### src/rtl/ita_step_sequencer_if.sv
// ita_step_sequencer_if
//   Tile command channel between the step sequencer and the ITA datapath.
//   master (sequencer): tile_valid, step, head, tile, requant_idx out;
//                       tile_ready, tile_done in.
//   slave  (datapath) : the mirror image.
//   Parameter HeadW is the width of the head index.
interface ita_step_sequencer_if #(
   parameter int unsigned HeadW = 1
) ();
   logic             tile_valid;
   logic             tile_ready;
   logic [2:0]       step;
   logic [HeadW-1:0] head;
   logic [31:0]      tile;
   logic [2:0]       requant_idx;
   logic             tile_done;

   modport master (
      output tile_valid, step, head, tile, requant_idx,
      input  tile_ready, tile_done
   );

   modport slave (
      input  tile_valid, step, head, tile, requant_idx,
      output tile_ready, tile_done
   );
endinterface

### src/rtl/ita_step_sequencer.sv
// ita_step_sequencer
//   Walks an ITA layer through its tile commands. Attention runs visit
//   Q,K,V,QK,AV,OW for every head; Feedforward runs issue the FF step only.
//   The number of issued-but-uncompleted tiles is capped at MaxOutstanding.
//
//   Ports
//     clk_i, rst_ni        clock, synchronous active-low reset
//     start_i              start request, config latched when accepted in IDLE
//     layer_i              0 = Attention, 1 = Feedforward
//     n_heads_i            heads to process (Attention)
//     lin_tiles_i          tiles per Q/K/V/OW/FF step
//     attn_tiles_i         tiles per QK/AV step
//     tile_if (master)     tile command channel, see ita_step_sequencer_if
//     busy_o, done_o       run in progress / one-cycle end-of-run pulse
//     perf_cycles_o        busy-cycle counter
//
//   Build option: define ITA_SEQ_PERF_EN to implement the busy-cycle counter;
//   otherwise perf_cycles_o is tied to zero.
//
//   state | meaning
//   IDLE  | waiting for start_i; also hosts the done_o cycle
//   ISSUE | presenting tile commands
//   DRAIN | all tiles issued, waiting for outstanding tiles to complete
module ita_step_sequencer #(
   parameter int unsigned H              = 1,
   parameter int unsigned MaxOutstanding = 8,
   localparam int unsigned HeadW  = (H > 1) ? $clog2(H) : 1,
   localparam int unsigned NHeadW = $clog2(H + 1)
) (
   input  logic                 clk_i,
   input  logic                 rst_ni,
   input  logic                 start_i,
   input  logic                 layer_i,
   input  logic [NHeadW-1:0]    n_heads_i,
   input  logic [31:0]          lin_tiles_i,
   input  logic [31:0]          attn_tiles_i,
   ita_step_sequencer_if.master tile_if,
   output logic                 busy_o,
   output logic                 done_o,
   output logic [31:0]          perf_cycles_o
);

   localparam int unsigned OutW = $clog2(MaxOutstanding + 1);

   localparam logic [2:0] StepIdle = 3'd0;
   localparam logic [2:0] StepQ    = 3'd1;
   localparam logic [2:0] StepQk   = 3'd4;
   localparam logic [2:0] StepAv   = 3'd5;
   localparam logic [2:0] StepOw   = 3'd6;
   localparam logic [2:0] StepFf   = 3'd7;

   typedef enum logic [1:0] {
      StIdle  = 2'd0,
      StIssue = 2'd1,
      StDrain = 2'd2
   } state_e;

   state_e            state_q, state_d;
   logic              layer_q, layer_d;
   logic [NHeadW-1:0] n_heads_q, n_heads_d;
   logic [31:0]       lin_q, lin_d;
   logic [31:0]       attn_q, attn_d;
   logic [2:0]        step_q, step_d;
   logic [HeadW-1:0]  head_q, head_d;
   logic [31:0]       tile_q, tile_d;
   logic [OutW-1:0]   out_q, out_d;
   logic              done_q, done_d;

   logic        tile_valid;
   logic        accept;
   logic        start_ok;
   logic        zero_cfg;
   logic        last_tile;
   logic        last_head;
   logic [31:0] step_tiles;

   // The done cycle is spent in IDLE but still counts as busy, so a start
   // arriving there is ignored.
   assign busy_o   = (state_q != StIdle) || done_q;
   assign done_o   = done_q;
   assign start_ok = (state_q == StIdle) && !done_q && start_i;

   assign zero_cfg = layer_i ? (lin_tiles_i == 32'd0)
                             : ((n_heads_i == '0) || (lin_tiles_i == 32'd0) ||
                                (attn_tiles_i == 32'd0));

   assign tile_valid = (state_q == StIssue) && (out_q < OutW'(MaxOutstanding));
   assign accept     = tile_valid && tile_if.tile_ready;

   assign step_tiles = ((step_q == StepQk) || (step_q == StepAv)) ? attn_q : lin_q;
   assign last_tile  = (tile_q == step_tiles - 32'd1);
   assign last_head  = ((NHeadW'(head_q) + NHeadW'(1)) == n_heads_q);

   // A completion with nothing outstanding is spurious and dropped.
   always_comb begin
      out_d = out_q;
      unique case ({accept, tile_if.tile_done && (out_q != '0)})
         2'b10:   out_d = out_q + OutW'(1);
         2'b01:   out_d = out_q - OutW'(1);
         default: out_d = out_q;
      endcase
   end

   always_comb begin
      state_d   = state_q;
      layer_d   = layer_q;
      n_heads_d = n_heads_q;
      lin_d     = lin_q;
      attn_d    = attn_q;
      step_d    = step_q;
      head_d    = head_q;
      tile_d    = tile_q;
      done_d    = 1'b0;

      unique case (state_q)
         StIdle: begin
            if (start_ok) begin
               layer_d   = layer_i;
               n_heads_d = n_heads_i;
               lin_d     = lin_tiles_i;
               attn_d    = attn_tiles_i;
               head_d    = '0;
               tile_d    = 32'd0;
               step_d    = layer_i ? StepFf : StepQ;
               if (zero_cfg) begin
                  done_d = 1'b1;
               end else begin
                  state_d = StIssue;
               end
            end
         end

         StIssue: begin
            if (accept) begin
               if (!last_tile) begin
                  tile_d = tile_q + 32'd1;
               end else begin
                  tile_d = 32'd0;
                  if (layer_q) begin
                     state_d = StDrain;
                  end else if (step_q == StepOw) begin
                     if (last_head) begin
                        state_d = StDrain;
                     end else begin
                        head_d = head_q + HeadW'(1);
                        step_d = StepQ;
                     end
                  end else begin
                     step_d = step_q + 3'd1;
                  end
               end
            end
         end

         StDrain: begin
            if (out_d == '0) begin
               done_d  = 1'b1;
               state_d = StIdle;
            end
         end

         default: state_d = StIdle;
      endcase
   end

   always_ff @(posedge clk_i) begin
      if (!rst_ni) begin
         state_q   <= StIdle;
         layer_q   <= 1'b0;
         n_heads_q <= '0;
         lin_q     <= 32'd0;
         attn_q    <= 32'd0;
         step_q    <= StepIdle;
         head_q    <= '0;
         tile_q    <= 32'd0;
         out_q     <= '0;
         done_q    <= 1'b0;
      end else begin
         state_q   <= state_d;
         layer_q   <= layer_d;
         n_heads_q <= n_heads_d;
         lin_q     <= lin_d;
         attn_q    <= attn_d;
         step_q    <= step_d;
         head_q    <= head_d;
         tile_q    <= tile_d;
         out_q     <= out_d;
         done_q    <= done_d;
      end
   end

   // Command fields read as zero outside ISSUE so IDLE/DRAIN show step Idle.
   always_comb begin
      tile_if.tile_valid  = tile_valid;
      tile_if.step        = StepIdle;
      tile_if.head        = '0;
      tile_if.tile        = 32'd0;
      tile_if.requant_idx = 3'd0;
      if (state_q == StIssue) begin
         tile_if.step        = step_q;
         tile_if.head        = head_q;
         tile_if.tile        = tile_q;
         tile_if.requant_idx = (step_q == StepFf) ? 3'd0 : (step_q - 3'd1);
      end
   end

`ifdef ITA_SEQ_PERF_EN
   logic [31:0] perf_q, perf_d;

   always_comb begin
      perf_d = perf_q;
      if (start_ok) begin
         perf_d = 32'd0;
      end else if (busy_o && (perf_q != 32'hFFFF_FFFF)) begin
         perf_d = perf_q + 32'd1;
      end
   end

   always_ff @(posedge clk_i) begin
      if (!rst_ni) begin
         perf_q <= 32'd0;
      end else begin
         perf_q <= perf_d;
      end
   end

   assign perf_cycles_o = perf_q;
`else
   assign perf_cycles_o = 32'd0;
`endif

endmodule

### src/flat_wrapper.sv
// flat-port wrapper written by rule: the top's interface ports become plain ports
module ita_step_sequencer_flat 
#(
   parameter int unsigned H              = 1,
   parameter int unsigned MaxOutstanding = 8,
   localparam int unsigned HeadW  = (H > 1) ? $clog2(H) : 1,
   localparam int unsigned NHeadW = $clog2(H + 1)
)
  (clk_i, rst_ni, start_i, layer_i, n_heads_i, lin_tiles_i, attn_tiles_i, busy_o, done_o, perf_cycles_o, tile_if_tile_valid, tile_if_step, tile_if_head, tile_if_tile, tile_if_requant_idx, tile_if_tile_ready, tile_if_tile_done);
  ita_step_sequencer_if #(.HeadW(((H > 1) ? $clog2(H) : 1))) tile_if_i ();
  input  logic clk_i;
  input  logic rst_ni;
  input  logic start_i;
  input  logic layer_i;
  input  logic [NHeadW-1:0] n_heads_i;
  input  logic [31:0] lin_tiles_i;
  input  logic [31:0] attn_tiles_i;
  output logic busy_o;
  output logic done_o;
  output logic [31:0] perf_cycles_o;
  output wire logic [$bits(tile_if_i.tile_valid)-1:0] tile_if_tile_valid;
  output wire logic [$bits(tile_if_i.step)-1:0] tile_if_step;
  output wire logic [$bits(tile_if_i.head)-1:0] tile_if_head;
  output wire logic [$bits(tile_if_i.tile)-1:0] tile_if_tile;
  output wire logic [$bits(tile_if_i.requant_idx)-1:0] tile_if_requant_idx;
  input wire logic [$bits(tile_if_i.tile_ready)-1:0] tile_if_tile_ready;
  input wire logic [$bits(tile_if_i.tile_done)-1:0] tile_if_tile_done;
  assign tile_if_tile_valid = tile_if_i.tile_valid;
  assign tile_if_step = tile_if_i.step;
  assign tile_if_head = tile_if_i.head;
  assign tile_if_tile = tile_if_i.tile;
  assign tile_if_requant_idx = tile_if_i.requant_idx;
  assign tile_if_i.tile_ready = tile_if_tile_ready;
  assign tile_if_i.tile_done = tile_if_tile_done;
  ita_step_sequencer #(.H(H), .MaxOutstanding(MaxOutstanding)) u_core (.clk_i(clk_i), .rst_ni(rst_ni), .start_i(start_i), .layer_i(layer_i), .n_heads_i(n_heads_i), .lin_tiles_i(lin_tiles_i), .attn_tiles_i(attn_tiles_i), .tile_if(tile_if_i), .busy_o(busy_o), .done_o(done_o), .perf_cycles_o(perf_cycles_o));
endmodule
### config.mk
export PLATFORM = sky130hd
export DESIGN_NAME = ita_step_sequencer_flat
export DESIGN_NICKNAME = d
export VERILOG_FILES = /design/src/rtl/ita_step_sequencer_if.sv /design/src/rtl/ita_step_sequencer.sv /design/src/flat_wrapper.sv
export SDC_FILE = /design/constraint.sdc
export NUM_CORES = 1
export LEC_CHECK = 0
export BUFFER_PORTS_ARGS = -buffer_cell sky130_fd_sc_hd__buf_2
export CORE_ASPECT_RATIO = 2
export CORE_UTILIZATION = 40
export CTS_BUF_LIST = sky130_fd_sc_hd__clkbuf_2
export CTS_CLUSTER_SIZE = 24
export DETAILED_ROUTE_END_ITERATION = 8
export MAX_ROUTING_LAYER = met4
export SLEW_MARGIN = 25
export SYNTH_ARGS = -nofsm -noshare
export SYNTH_HDL_FRONTEND = slang
export SYNTH_SLANG_ARGS = --single-unit
### constraint.sdc
create_clock -name clk_i -period 4.9 [get_ports clk_i]
set_clock_uncertainty 0.15 [all_clocks]
set_input_delay 1.225 -clock clk_i [delete_from_list [all_inputs] [get_ports clk_i]]
set_output_delay 1.225 -clock clk_i [all_outputs]
set_load 0.02 [all_outputs]
==> results.md <==
* Status: finished, final reports clean
* Slowest-stage cell, CP: dfxtp_1
* Post-DR wirelength/cell at 16.8 um
* Met1 wire length at 7710 um
* Post-CTS Resized at 0
* Area contributors post-synth: dfxtp_1 32%, nand2_1 9.0%, mux2i_1 6.1%
* Final Hold Violating Endpoints at 0
* Htree depth at 3
* Setup TNS at 0 ns
* Sink Count at 109
* PwrDens at 300 nW/um2
* Met2 WL at 10600 um
* Min Tclk post-route at 4.57 ns
* Worst-path clk slew at 0.35 ns
* YS warnings at 0
* Clock tree root driver cell: clkbuf_2
* Worst skew pair latency at 0.65 ns
* Number of global-route vias before repair at 6106
* Die H at 187 um
* Most frequent cells in the layout: 164 x nand2_1, 112 x buf_2, 109 x dfxtp_1, 94 x nor2_1, 78 x a21oi_1
* Setup ws final at 0.325 ns
* Total vias in the final route at 6327
* Unique masters post-synth at 67
* Max Used Layer: met4
* DP Wirelength at 15800 um
* Avg Cell Area, Syn at 7.74 um2
* Post-placement setup slack at 0.361 ns
* Slew headroom at 38.6%
* First-pass GRT wire length at 31800 um
* Reg2Reg Capture Point: u_core.tile_q[22]
* Top delay family on crit path: simple AND/OR/NAND/NOR gates
* Most used DFF post-synth: dfxtp_1
* Share of the synthesized area in the top cell type at 31.7%
* Met3 wire len at 622 um
* Hold Path Origin: u_core.attn_q[19]
* Initial DRC Count at 232
* Sequential fraction of the synthesis area at 31.7%
* Final Max Slew Viols at 0
* Initial Util at 41.0%
* Synth Instances at 888
* Critical Path Max Stage Delay at 0.59 ns
* Setup Buffers After CTS at 0
* Final setup fails at 0
* Multi-input logic area at 4330 um2
* Total Wirelength at 20000 um
* Hold Path Depth at 2
* Boundary Pins at 145
* F_max at 219 MHz
* Mapped Area at 6870 um2
* RSZ-0062 raised after global routing: false
* Non-Filler Instances at 1193
* DIE AREA at 17700 um2
* Worst reg2reg path startpoint: u_core.step_q[1]
* I/O Buffers at 112
* Clock tree buffer depth at 2
* Startpoint Class: flip-flop
* Period utilization at 93.4%
* Total track usage at 24.2%
* Largest net degree at the start of global routing at 75
* Row cnt at 67
* Placed insts at 1176
* Die width at 94.7 um
* Critical Path Sink Type: flip-flop
* Worst EP arrival at 4.98 ns
* Share of cells above drive strength 1 at 17.2%
* Least-Margin Pin Slew at 0.919 ns
* CP most frequent cell: a31oi_1
* VDD IR max at 0.157 mV
* Antenna violations before repair at 1
* Core area at 16800 um2
* Critical-path cell list: nor2b_4 -> mux2_4 -> inv_1 -> ha_1 -> or3b_1 -> or4_4 -> a2111oi_4 -> and3_1 -> a31oi_1 -> or3_1 -> nor4_4 -> a31oi_1 -> o21ai_2 -> buf_12 -> nor2_1
* Worst Path Required at 5.31 ns
* Commonest non-fill, non-tap cell in the layout: nand2_1
* Setup Crit Path Kind: reg -> reg
* Remaining DRCs at 0
* GR Overflow Total at 0
* Max-cap violation count at 0
* Detail Route Antenna Nets at 0
* Synth area leader: dfxtp_1
* Post-cts hold buffer count at 0
* Routed vias/inst at 5.30
* WP buf/inv at 2
* Reg2Reg Depth at 15
* Hold crit path type: reg -> reg
* Fillcell total at 1783
* Register area at 2180 um2
* Final Wtd Congestion at 0.913
* CTS tree: yes
* R2r setup slk at 0.33 ns
* Area grow syn2layout at 10.9%
* Number of synthesized flops with an enable pin at 0
* Worst Path Max Fanout at 31
* Final-stage net count at 1058
* First-pass detailed-route iteration total at 5
* Hold slack at 0.325 ns
* Leakage Power at 3.11 nW
* Async SR Flop Fraction at 0%
* Synth Register Bits at 109
* Hold path endpoint: u_core.attn_q[19]
* Total CTS buffers at 9
-- layer usage --
layer | global-route usage, % | up-vias
met3 | 3.21 | 58
met4 | 13.1 | 0
met1 | 25.8 | 2920
li1 | - | 3176
met5 | - | -
met2 | 41.9 | 173
-- sequential cells by signal, summed over array words and instances, names as in the netlist, 2 cells and up --
signal          count
u_core.attn_q      32
u_core.tile_q      32
u_core.lin_q       32
u_core.out_q        4
u_core.step_q       3
u_core.state_q      2
-- worst min-delay path: stages (launching register included) --
cell and delay, ns:
dfxtp_1 0.39, nand2_1 0.05, a21oi_1 0.05
-- metrics by stage --
stage	utilization (%)	total power, W	area [um2]
6_report	45.5	0.00229	7620
5_1_grt	45.5	0.00242	7620
4_1_cts	45.4	0.00230	7620
3_5_place_dp	44.7	0.00187	7500
3_3_place_gp	44.7	0.00187	7500
2_1_floorplan	-	0.00165	7000
-- kinds of logic (layout without fill, tap and decap cells) --
| group | count (synthesis) | count (layout) | share of synthesized area, % |
|---|---|---|---|
| AOI/OAI and AO/OA | 129 | 129 | 12.0 |
| DFF | 109 | 109 | 31.7 |
| and+or+nand+nor | 426 | 426 | 30.3 |
| adders and majority gates | 7 | 7 | 1.38 |
| other | 1 | 33 | 0.0546 |
| buffers and inverters | 90 | 156 | 7.34 |
| muxes | 47 | 47 | 7.08 |
| xor gates and xnor gates | 79 | 79 | 10.1 |
-- power by group --
part	switching [W]	total [W]	internal, W
sequential	0.0000666	0.00102	0.000952
combinational	0.000515	0.000839	0.000324
clock	0.000343	0.000429	0.0000861
-- synth_stat cells, types with 8 or more instances --
cell,instances
a21oi_1,78
and2_1,37
and3_1,11
buf_4,39
clkbuf_1,31
dfxtp_1,109
inv_1,13
mux2i_1,42
nand2_1,165
nand3_1,18
nand4_1,16
nor2_1,95
nor3_1,17
nor4_1,21
o21a_1,8
xnor2_1,44
xor2_1,35
-- cell type report --
cell class	instances	share of cell area (%)
multi-input cells	720	56.8
flip-flops and latches	109	28.6
repair buffers	127	9.00
well taps	207	3.40
clock inverters	6	0.886
clock buffers	10	0.657
inverters	13	0.640
diodes	1	0.0328
-- worst max path at each step --
stage,slack (ns),startpoint,depth (start not counted),endpoint
2_1_floorplan,0.02,u_core.step_q[2],19,u_core.step_q[1]
3_3_place_gp,0.43,u_core.step_q[1],15,u_core.tile_q[27]
3_5_place_dp,0.36,u_core.step_q[1],15,u_core.tile_q[29]
4_1_cts,0.31,u_core.step_q[1],15,u_core.tile_q[22]
5_1_grt,0.05,u_core.step_q[1],14,u_core.step_q[1]
6_report,0.33,u_core.step_q[1],15,u_core.tile_q[22]
Power figures use the tool's default switching activity.
